--- src/rtl/load_store_unit.sv ---
// Load/store front end: turns a RISC-V load/store into one or two word-aligned
// byte-enabled memory accesses, with lane-shifted store data and extended load data.
module load_store_unit #(
    parameter int ADRESS_SIZE = 32,
    parameter int BIT_COUNT   = 32
) (
    input  logic                     clk,
    input  logic                     reset,
    input  logic                     ReqValid,
    input  logic                     ReqWrite,
    input  logic [2:0]               ReqFunct3,
    input  logic [ADRESS_SIZE-1:0]   ReqAdress,
    input  logic [BIT_COUNT-1:0]     ReqStoreData,
    output logic                     Stall,
    output logic                     RespValid,
    output logic [BIT_COUNT-1:0]     LoadData,
    output logic                     ReqError,
    output logic                     MemEn,
    output logic                     WriteEnable,
    output logic [BIT_COUNT/8-1:0]   ByteEn,
    output logic [ADRESS_SIZE-1:0]   MemoryAdress,
    output logic [BIT_COUNT-1:0]     InputData,
    input  logic [BIT_COUNT-1:0]     MemData
);

    typedef enum logic {IDLE, SECOND} state_t;

    state_t                   state_q, state_d;
    logic                     write_q, write_d;
    logic [2:0]               funct3_q, funct3_d;
    logic [1:0]               off_q, off_d;
    logic [ADRESS_SIZE-1:0]   next_addr_q, next_addr_d;
    logic [BIT_COUNT-1:0]     store_hi_q, store_hi_d;
    logic [BIT_COUNT-1:0]     low_word_q, low_word_d;
    logic [BIT_COUNT/8-1:0]   be_hi_q, be_hi_d;

    logic [1:0]               off;
    logic [7:0]               size_mask;
    logic [7:0]               mask;
    logic                     legal;
    logic                     misaligned;
    logic [ADRESS_SIZE-1:0]   base;
    logic [2*BIT_COUNT-1:0]   store_wide;

    // Shift the {high,low} word pair down to the access offset, keep n bytes, extend.
    function automatic logic [BIT_COUNT-1:0] extend_load(
        input logic [2*BIT_COUNT-1:0] pair,
        input logic [1:0]             o,
        input logic [2:0]             f3
    );
        logic [BIT_COUNT-1:0] w;
        w = BIT_COUNT'(pair >> {o, 3'b000});
        case (f3[1:0])
            2'b00:   extend_load = {{(BIT_COUNT-8){w[7] & ~f3[2]}}, w[7:0]};
            2'b01:   extend_load = {{(BIT_COUNT-16){w[15] & ~f3[2]}}, w[15:0]};
            default: extend_load = w;
        endcase
    endfunction

    always_comb begin
        off = ReqAdress[1:0];
        case (ReqFunct3[1:0])
            2'b00:   size_mask = 8'b0000_0001;
            2'b01:   size_mask = 8'b0000_0011;
            default: size_mask = 8'b0000_1111;
        endcase
        mask = size_mask << off;
        case (ReqFunct3)
            3'b000, 3'b001, 3'b010: legal = 1'b1;
            3'b100, 3'b101:         legal = ~ReqWrite;
            default:                legal = 1'b0;
        endcase
        misaligned = |mask[7:4];
        base       = {ReqAdress[ADRESS_SIZE-1:2], 2'b00};
        store_wide = {{BIT_COUNT{1'b0}}, ReqStoreData} << {off, 3'b000};
    end

    always_comb begin
        state_d      = state_q;
        write_d      = write_q;
        funct3_d     = funct3_q;
        off_d        = off_q;
        next_addr_d  = next_addr_q;
        store_hi_d   = store_hi_q;
        low_word_d   = low_word_q;
        be_hi_d      = be_hi_q;
        Stall        = 1'b0;
        RespValid    = 1'b0;
        LoadData     = '0;
        ReqError     = 1'b0;
        MemEn        = 1'b0;
        WriteEnable  = 1'b0;
        ByteEn       = '0;
        MemoryAdress = '0;
        InputData    = '0;
        // Outputs are forced quiet while reset is held, not just after the edge.
        if (!reset) begin
            case (state_q)
                IDLE: begin
                    if (ReqValid && !legal) begin
                        ReqError = 1'b1;
                    end else if (ReqValid) begin
                        MemEn        = 1'b1;
                        WriteEnable  = ReqWrite;
                        MemoryAdress = base;
                        ByteEn       = mask[3:0];
                        InputData    = store_wide[BIT_COUNT-1:0];
                        if (misaligned) begin
                            Stall       = 1'b1;
                            state_d     = SECOND;
                            write_d     = ReqWrite;
                            funct3_d    = ReqFunct3;
                            off_d       = off;
                            next_addr_d = base + ADRESS_SIZE'(4);
                            store_hi_d  = store_wide[2*BIT_COUNT-1:BIT_COUNT];
                            low_word_d  = MemData;
                            be_hi_d     = mask[7:4];
                        end else if (!ReqWrite) begin
                            RespValid = 1'b1;
                            LoadData  = extend_load({{BIT_COUNT{1'b0}}, MemData}, off, ReqFunct3);
                        end
                    end
                end
                SECOND: begin
                    MemEn        = 1'b1;
                    WriteEnable  = write_q;
                    MemoryAdress = next_addr_q;
                    ByteEn       = be_hi_q;
                    InputData    = store_hi_q;
                    state_d      = IDLE;
                    if (!write_q) begin
                        RespValid = 1'b1;
                        LoadData  = extend_load({MemData, low_word_q}, off_q, funct3_q);
                    end
                end
                default: state_d = IDLE;
            endcase
        end
    end

    always_ff @(posedge clk or posedge reset) begin
        if (reset) begin
            state_q     <= IDLE;
            write_q     <= 1'b0;
            funct3_q    <= '0;
            off_q       <= '0;
            next_addr_q <= '0;
            store_hi_q  <= '0;
            low_word_q  <= '0;
            be_hi_q     <= '0;
        end else begin
            state_q     <= state_d;
            write_q     <= write_d;
            funct3_q    <= funct3_d;
            off_q       <= off_d;
            next_addr_q <= next_addr_d;
            store_hi_q  <= store_hi_d;
            low_word_q  <= low_word_d;
            be_hi_q     <= be_hi_d;
        end
    end

endmodule

--- config.mk ---
export PLATFORM = sky130hd
export DESIGN_NAME = load_store_unit
export DESIGN_NICKNAME = d
export VERILOG_FILES = /design/src/rtl/load_store_unit.sv
export SDC_FILE = /design/constraint.sdc
export NUM_CORES = 1
export LEC_CHECK = 0
export BUFFER_PORTS_ARGS = -buffer_cell sky130_fd_sc_hd__buf_4
export CAP_MARGIN = 0
export CORE_UTILIZATION = 48
export CTS_BUF_LIST = sky130_fd_sc_hd__clkbuf_8 sky130_fd_sc_hd__clkbuf_16
export CTS_CLUSTER_DIAMETER = 150
export DETAILED_ROUTE_END_ITERATION = 16
export PLACE_DENSITY = 0.79
export SETUP_SLACK_MARGIN = 0.3
export SYNTH_ARGS = -nofsm -noshare
export SYNTH_HDL_FRONTEND = slang
export SYNTH_SLANG_ARGS = --single-unit
--- constraint.sdc ---
create_clock -name clk -period 3.23 [get_ports clk]
set_input_delay 0.1615 -clock clk [delete_from_list [all_inputs] [get_ports clk]]
set_output_delay 0.1615 -clock clk [all_outputs]
set_load 0.05 [all_outputs]
==> flow_metrics.tcl <==
set metrics [dict create \
    synth_edf_count 0 \
    reg2reg_setup_slack_ns 1.06 \
    port_buffers 205 \
    hold_path_startpoint "MemData[22]" \
    grt_max_degree 63 \
    clk_pin_slew_ns 0.07 \
    drc 0 \
    peakVddDrop_v 0.000278 \
    min_period_over_period_pct 84.5 \
    ys.warnings.count 0 \
    crit_start "state_q$_DFFE_PP0N_" \
    synth_flop_cell "dfrtp_1" \
    drtPass1Iterations 5 \
    crit_slowest_cell "and4b_1" \
    rows 44 \
    status "completed" \
    wire_per_inst_um 18.7 \
    setup_ws_ns 0.502 \
    stdcell_area_mm2 0.00931 \
    place_area_mm2 0.00900 \
    die_area_mm2 0.0158 \
    async_flop_share_pct 100 \
    cts_buffers 9 \
    antenna_found_initial 0 \
    drtAntennaViolNets 0 \
    clock-sinks 96 \
    power.density_mw_per_mm2 492 \
    hpwl_um 16200 \
    drive_above_1_share_pct 29.9 \
    vias 7552 \
    finalHoldViolCount 0 \
    cts_tree "done" \
    maxCapViolCount 0 \
    final.setup_skew_ns 0.00475 \
    fin_hold_ws_ns 0.0310 \
    start_kind "flip-flop" \
    place_congestion 0.929 \
    gr-total-overflow 0 \
    ys_seq_area_share_pct 32.7 \
    p_leak_nw 4.36 \
    fin_nets 1159 \
    final_cells 1244 \
    start_util_pct 49.9 \
    syn_inst 890 \
    cts-root-buf "clkbuf_16" \
    critical_path.reg2reg.endpoint "store_hi_q[9]$_DFFE_PP0P_" \
    wl_um 23300 \
    report.final.slew_viol_count 0 \
    hold_class "primary input to flip-flop" \
    clockBufferDepth 2 \
    end_kind "output port" \
    ctsResizeCount 0 \
    path_cells "or3b_1 -> a221oi_1 -> and4b_1 -> a21oi_1 -> o22ai_1 -> buf_4" \
    die_w_um 126 \
    setup_tns_ns 0 \
    min_path_cells 3 \
    worstPathRequired_ns 3.07 \
    critPathMaxFanout 11 \
    post_cts_buffers 0 \
    ys_ff_latch 96 \
    syn_area_mm2 0.00736 \
    cp.arrival_ns 2.57 \
    drt_iter0_drc 618 \
    fillers 1328 \
    grt_pass1_vias 7147 \
    syn_to_final_growth_pct 26.5 \
    antennaDiodeCount 0 \
    synth_cell_types 55 \
    min_to "low_word_q[22]$_DFFE_PP0P_" \
    layout_min_cycle_time_ns 2.73 \
    h-tree-depth 3 \
    crit_type "flip-flop to output port" \
    finalSetupViolCount 0 \
    postLayoutCoreUtil_pct 63.1 \
    grt_pass1_wl_um 37700 \
    clk_latency_ns 0.36 \
    io_pins 208 \
    worstMarginPinSlew_ns 0.864 \
    cts_hold_buf 0 \
    power_mw 4.58 \
    core_area_mm2 0.0148 \
    die_height_um 126 \
    r2r-start "state_q$_DFFE_PP0N_" \
    post-place-ws_ns 0.734 \
    groute.usage.overall_pct 29.9 \
    routed_via_density 6.07 \
    clock.fmax_mhz 367 \
    avgSynthCellArea_um2 8.27 \
    reg2regPathDepth 7 \
    dp_cells 1228 \
    slew_headroom_pct 42.1 \
    grt_setup_unrepaired "false" \
    critPathMaxStageDelay_ns 0.57 \
]
## routing by layer
layer | global-route usage [%] | part of all wire, % | vias to the layer above
met5 | 0 | 0 | -
met4 | 12.7 | 3.0 | 0
met1 | 39.4 | 41 | 3626
li1 | - | - | 3495
met3 | 7.90 | 9.3 | 53
met2 | 46.7 | 46 | 378
## cells in the final DEF (no fill, tap or decap), types with 9 or more instances in the layout
| cell | instances |
|---|---|
| a211oi_1 | 10 |
| a21o_1 | 10 |
| a21oi_1 | 44 |
| a22o_1 | 37 |
| a22oi_1 | 16 |
| buf_4 | 224 |
| clkbuf_16 | 9 |
| dfrtp_1 | 95 |
| mux2_2 | 32 |
| mux2i_1 | 24 |
| mux4_2 | 28 |
| nand2_1 | 227 |
| nand3_1 | 28 |
| nor2_1 | 55 |
| nor2b_1 | 17 |
| o21ai_0 | 44 |
| o21ai_1 | 27 |
| o22ai_1 | 15 |
| xnor2_1 | 12 |
| xor2_1 | 16 |
## critical path, delay by kind of cell (launching register included)
family                 cells  cell delay, ns
AOI/OAI and AO/OA          3            0.58
buffers and inverters      1            0.23
DFF                        1            0.42
and+or+nand+nor            2            0.98
## cell type report
cell class / instances / area [um2] / area share [%]
multi-input cells: 715 / 4620 / 49.6
clock inverters: 6 / 65.1 / 0.699
clock buffers: 10 / 239 / 2.57
flip-flops and latches: 96 / 2400 / 25.8
inverters: 7 / 30.0 / 0.323
repair buffers: 226 / 1720 / 18.5
well taps: 184 / 230 / 2.47
## cells in the mapped netlist, drive strengths merged, types with 2 or more instances
master,instances,area (um2)
o22ai,16,106
and3b,2,17.5
a22o,37,324
nor2b,17,106
mux2,32,360
a22oi,16,120
a21o,10,75.1
xor2,16,140
mux2i,24,240
a31oi,3,18.8
buf,38,205
inv,7,26.3
or4,2,15.0
nor2,56,210
xnor2,12,105
mux4,28,631
nor4,4,52.6
nand3b,4,30.0
and2,7,43.8
nand4,8,50.1
nand3,28,140
nor4b,2,23.8
a211oi,11,82.6
nand2b,2,12.5
or3,2,12.5
or3b,2,17.5
clkbuf,35,131
o21ai,71,355
dfrtp,96,2400
nand2,228,856
a21oi,44,220
a221oi,8,70.1
nor3,10,60.1
## registers in the layout (all words and copies together), names as in the netlist
register     flops
be_hi_q          3
funct3_q         3
low_word_q      32
next_addr_q     30
off_q            2
state_q          1
store_hi_q      24
write_q          1
## worst max-delay path by stage
stage                    to  slack [ns]  depth (start not counted)
6_report       LoadData[24]        0.50                          6
2_1_floorplan     ByteEn[1]        0.51                          3
3_5_place_dp   LoadData[24]        0.73                          7
3_3_place_gp   LoadData[16]        0.81                          7
4_1_cts        LoadData[13]        0.50                          6
5_1_grt        LoadData[13]        0.36                          6
## cell families (layout without fill, tap and decap cells)
family,count (synthesis),count (layout),share of synthesized area (%)
muxes,84,84,16.7
xor gates and xnor gates,28,28,3.33
DFF,96,96,32.7
and+or+nand+nor,379,379,22.9
AOI/OAI and AO/OA,221,221,19.2
buffers and inverters,80,249,4.93
adders and majority gates,1,1,0.170
other,1,2,0.0510
## where the power goes
group          leakage [nW]  internal, mW  total, mW  switching, mW
clock                 0.149         0.625       1.12          0.497
combinational          3.00         0.763       1.72          0.957
sequential             1.21          1.50       1.74          0.237
Note: power is estimated with default switching activity, not from simulation.
